[config.mk]
export PLATFORM = sky130hd
export DESIGN_NAME = vga_timing_gen
export DESIGN_NICKNAME = d
export VERILOG_FILES = /design/src/rtl/vga_timing_gen.sv
export SDC_FILE = /design/constraint.sdc
export NUM_CORES = 1
export LEC_CHECK = 0
export ABC_CLOCK_PERIOD_IN_PS = 3600
export BUFFER_PORTS_ARGS = -buffer_cell sky130_fd_sc_hd__buf_4
export CORE_UTILIZATION = 55
export CTS_BUF_LIST = sky130_fd_sc_hd__clkbuf_8
export CTS_CLUSTER_SIZE = 25
export DETAILED_ROUTE_END_ITERATION = 10
export PLACE_DENSITY_LB_ADDON = 0.1
export SLEW_MARGIN = 20
export SYNTH_ARGS = -nofsm -noshare
export SYNTH_HDL_FRONTEND = slang
export SYNTH_SLANG_ARGS = --single-unit
[constraint.sdc]
create_clock -name vga_clk -period 3.6 [get_ports vga_clk]
set_clock_uncertainty 0.15 [all_clocks]
set_input_delay 0.36 -clock vga_clk [delete_from_list [all_inputs] [get_ports vga_clk]]
set_output_delay 0.36 -clock vga_clk [all_outputs]
set_load 0.1 [all_outputs]
[src/rtl/vga_timing_gen.sv]
// VGA raster timing generator: free-running pixel/line counters with
// zero-latency sync, blanking and frame/line markers decoded from them.
module vga_timing_gen #(
    parameter int H_VISIBLE = 640,
    parameter int H_FRONT   = 16,
    parameter int H_SYNC    = 96,
    parameter int H_BACK    = 48,
    parameter int V_VISIBLE = 480,
    parameter int V_FRONT   = 10,
    parameter int V_SYNC    = 2,
    parameter int V_BACK    = 33
) (
    input  logic       vga_clk,
    input  logic       Reset,
    output logic       hs,
    output logic       vs,
    output logic       blank,
    output logic       sync,
    output logic [9:0] DrawX,
    output logic [9:0] DrawY,
    output logic       frame_start,
    output logic       line_end,
    output logic [7:0] frame_count
);

    localparam int H_TOTAL = H_VISIBLE + H_FRONT + H_SYNC + H_BACK;
    localparam int V_TOTAL = V_VISIBLE + V_FRONT + V_SYNC + V_BACK;

    // One bit wider than the counters so a boundary of exactly 1024 still compares correctly.
    localparam logic [10:0] H_VIS_END  = 11'(H_VISIBLE);
    localparam logic [10:0] H_SYNC_BEG = 11'(H_VISIBLE + H_FRONT);
    localparam logic [10:0] H_SYNC_END = 11'(H_VISIBLE + H_FRONT + H_SYNC);
    localparam logic [10:0] H_LAST     = 11'(H_TOTAL - 1);
    localparam logic [10:0] V_VIS_END  = 11'(V_VISIBLE);
    localparam logic [10:0] V_SYNC_BEG = 11'(V_VISIBLE + V_FRONT);
    localparam logic [10:0] V_SYNC_END = 11'(V_VISIBLE + V_FRONT + V_SYNC);
    localparam logic [10:0] V_LAST     = 11'(V_TOTAL - 1);

    logic [10:0] x_wide;
    logic [10:0] y_wide;
    logic        last_line;

    assign x_wide = {1'b0, DrawX};
    assign y_wide = {1'b0, DrawY};

    always_comb begin
        // NOTE: every output gets a default first so no path can infer a latch.
        hs          = 1'b1;
        vs          = 1'b1;
        blank       = 1'b0;
        sync        = 1'b0;
        frame_start = 1'b0;
        line_end    = 1'b0;
        last_line   = 1'b0;

        if (x_wide >= H_SYNC_BEG && x_wide < H_SYNC_END) hs = 1'b0;
        if (y_wide >= V_SYNC_BEG && y_wide < V_SYNC_END) vs = 1'b0;
        if (x_wide < H_VIS_END && y_wide < V_VIS_END)    blank = 1'b1;
        if (DrawX == 10'd0 && DrawY == 10'd0)            frame_start = 1'b1;
        if (x_wide == H_LAST)                            line_end = 1'b1;
        if (y_wide == V_LAST)                            last_line = 1'b1;
    end

    always_ff @(posedge vga_clk or posedge Reset) begin
        if (Reset) begin
            DrawX       <= '0;
            DrawY       <= '0;
            frame_count <= '0;
        end else begin
            // NOTE: non-blocking updates so every register sees pre-edge values of the others.
            if (line_end) begin
                DrawX <= '0;
                if (last_line) begin
                    DrawY       <= '0;
                    frame_count <= frame_count + 8'd1;
                end else begin
                    DrawY <= DrawY + 10'd1;
                end
            end else begin
                DrawX <= DrawX + 10'd1;
            end
        end
    end

endmodule

==> reports/qor.yml <==
fin_cells: 208
synthSimpleGateAreaFrac_pct: 28.23
seq_power_share_pct: 60.2
path_buf_inv: 2
drt_wl_total_um: 3159
hold_class: "input pin to asynchronous set/reset pin"
yosysSeqAreaShare_pct: 46.63
met1_length_um: 1389
netlist-cell-type-count: 37
clkTransAtPathRegs_ns: 0.10
synth-compound-area-share_pct: 2.331
start_kind: "flop"
synthAdderAreaFrac_pct: 4.996
cts_tree: "done"
yosys-top-cells-area: "dfrtp_1 47%, xnor2_1 8.2%, ha_1 5.0%"
critPathMaxStageDelay_ns: 0.48
dp_hpwl_um: 2246
drcViolationCount: 0
period_share_pct: 78.44
die_y_um: 54.27
setup_viol: 0
nNetsFinal: 187
peakVddDrop_v: 0.0002015
numCtsBuffers: 3
netlist_area_mm2: 0.001503
start_util_pct: 59.57
vias_per_cell: 5.784
drv_slew: 0
ctsRootBufferMaster: "clkbuf_8"
cp_cell_sequence: "ha_1 -> nand4_1 -> or3_4 -> inv_2 -> buf_4"
postCtsSetupBuffers: 0
n_fill_cell: 186
drv_cap: 0
cts_resized: 0
grt_pass1_vias: 1048
drtIter0Drc: 41
holdWs_ns: -0.01529
power_switching_w: 0.0001086
antenna_found_initial: 0
met2_length_um: 1509
vias: 1203
coreArea_mm2: 0.002522
ys_warn_count: 0
synth_xor_area_share_pct: 12.82
crit_fanout: 15
rsz0062_at_grt: "false"
syn-num-nets: 151
insertion_delay_ns: 0.28
combPwrFrac_pct: 2.2
syn2layout_area_growth_pct: 23.40
drt_first_pass_iters: 4
layout_commonest_cell: "buf_4"
status: "complete, but fails checks"
topRoutingLayerUsed: "met4"
numPortBuffers: 34
relSlewSlack_pct: 50.62
die_area_mm2: 0.002945
required_ns: 3.09
setup_tns_ns: 0
syn-mean-instance-area_um2: 10.51
slowest_stage: "or3_4"
pin_count: 36
final_cell_area_mm2: 0.001854
wl_met3_um: 203
synth_top_family_by_area: "simple AND/OR/NAND/NOR gates"
worst_pin_slew_ns: 0.7340
synth_top_area_cell: "dfrtp_1"
die_x_um: 54.27
leakagePower_nw: 0.9255
cp.arrival_ns: 2.31
gp_congestion: 0.8852
synth_mux_area_share_pct: 1.415
placed_cell_area_mm2: 0.001799
layout_min_cycle_time_ns: 2.824
rows: 18
clkPwrFrac_pct: 37.6
critical-path-top-delay-family: "simple AND/OR/NAND/NOR gates"
p_per_area_mw_per_mm2: 281.3
grt_pass1_wl_um: 4933
end_kind: "output pin"
synth_top_area_share_pct: 46.63
cts_hold_buffers: 0
grt_max_degree: 29
ys_ff_latch: 28
worstSetupPathType: "flop to output pin"
cts_sinks: 28
max_freq_ghz: 0.3541
grt_overflow: 0
track_usage_pct: 23.65
synth_flop_cell: "dfrtp_1"
p_int_w: 0.0004130
final_cell_mix: "34 x buf_4, 28 x dfrtp_1, 14 x xnor2_1"
place_inst: 204
diodes: 0
ant_nets: 0
violations: "hold timing"
finalHoldViolCount: 15
switching_share_pct: 20.83
syn_inst: 143
wire_per_inst_um: 15.19
ys_async_sr_fraction_pct: 100.0
clock_path_buffers: 2
drive_gt1_share_pct: 29.78
htree_levels: 1
synth_edf_count: 0
registers in the layout (all words and copies together), names as in the netlist:
signal,flops
DrawX,10
DrawY,10
frame_count,8
through the flow:
step	power (W)	hold WS, ns	util [%]	setup slack (ns)
5_1_grt	0.0005362	0.04328	73.51	0.7002
4_1_cts	0.0005232	0.2208	73.51	0.8140
6_report	0.0005216	-0.01529	73.51	0.7761
3_5_place_dp	0.0003321	0.3218	71.33	1.155
3_3_place_gp	0.0003319	0.3094	71.33	1.197
2_1_floorplan	0.0003305	0.2754	-	0.1559
area by class of cell:
class                   instances  area, µm²  area share (%)
flip-flops and latches         28      700.7           37.79
repair buffers                 34      255.2           13.77
clock buffers                   4      55.05           2.969
multi-input cells             103      772.0           41.63
inverters                       9      33.78           1.822
well taps                      30      37.54           2.024
kinds of logic after synthesis:
logic type / after synthesis
fa+ha+maj: 6
flops: 28
simple gates: 67
buf+inv: 12
compound gates: 5
xor+xnor: 22
other cells: 1
mux: 2
routing by layer:
| layer | GRT usage, % | up-vias |
|---|---|---|
| met5 | 0 | - |
| met4 | 8.120 | 0 |
| met3 | 2.500 | 6 |
| met2 | 38.21 | 57 |
| met1 | 32.81 | 577 |
| li1 | - | 563 |
cells in the mapped netlist (2+ instances only):
master   instances
nor3_1           4
xor2_1           8
ha_1             6
nand3_1         12
nor4_1           4
nor4_4           2
nand4_1          7
and2_1           3
or3_4            2
xnor2_1         14
and3_1           2
and4_1           2
nand2_1          9
dfrtp_1         28
o21ai_0          2
inv_1            8
nor2_1          10
path summary, 6_finish.rpt:
check | cells past startpoint | slack, ns | startpoint | to
max reg2reg | 4 | 1.28 | DrawY[4]$_DFFE_PP0P_ | frame_count[1]$_DFFE_PP0P_
max in group asynchronous | 2 | 2.92 | Reset | frame_count[0]$_DFFE_PP0P_
min in group vga_clk | 1 | 0.34 | frame_count[7]$_DFFE_PP0P_ | frame_count[7]$_DFFE_PP0P_
min reg2reg | 1 | 0.34 | frame_count[7]$_DFFE_PP0P_ | frame_count[7]$_DFFE_PP0P_
min | 2 | -0.02 | Reset | DrawX[8]$_DFF_PP0_
max | 5 | 0.78 | DrawX[0]$_DFF_PP0_ | line_end
power by group through the flow:
stage | Combinational [W] | Clock [W] | Sequential (W)
2_1_floorplan | 0.0000100 | 0 | 0.000320
3_3_place_gp | 0.0000114 | 0 | 0.000320
3_5_place_dp | 0.0000116 | 0 | 0.000320
4_1_cts | 0.0000116 | 0.000197 | 0.000314
5_1_grt | 0.0000129 | 0.000209 | 0.000314
6_report | 0.0000113 | 0.000196 | 0.000314
Power figures use the tool's default switching activity.
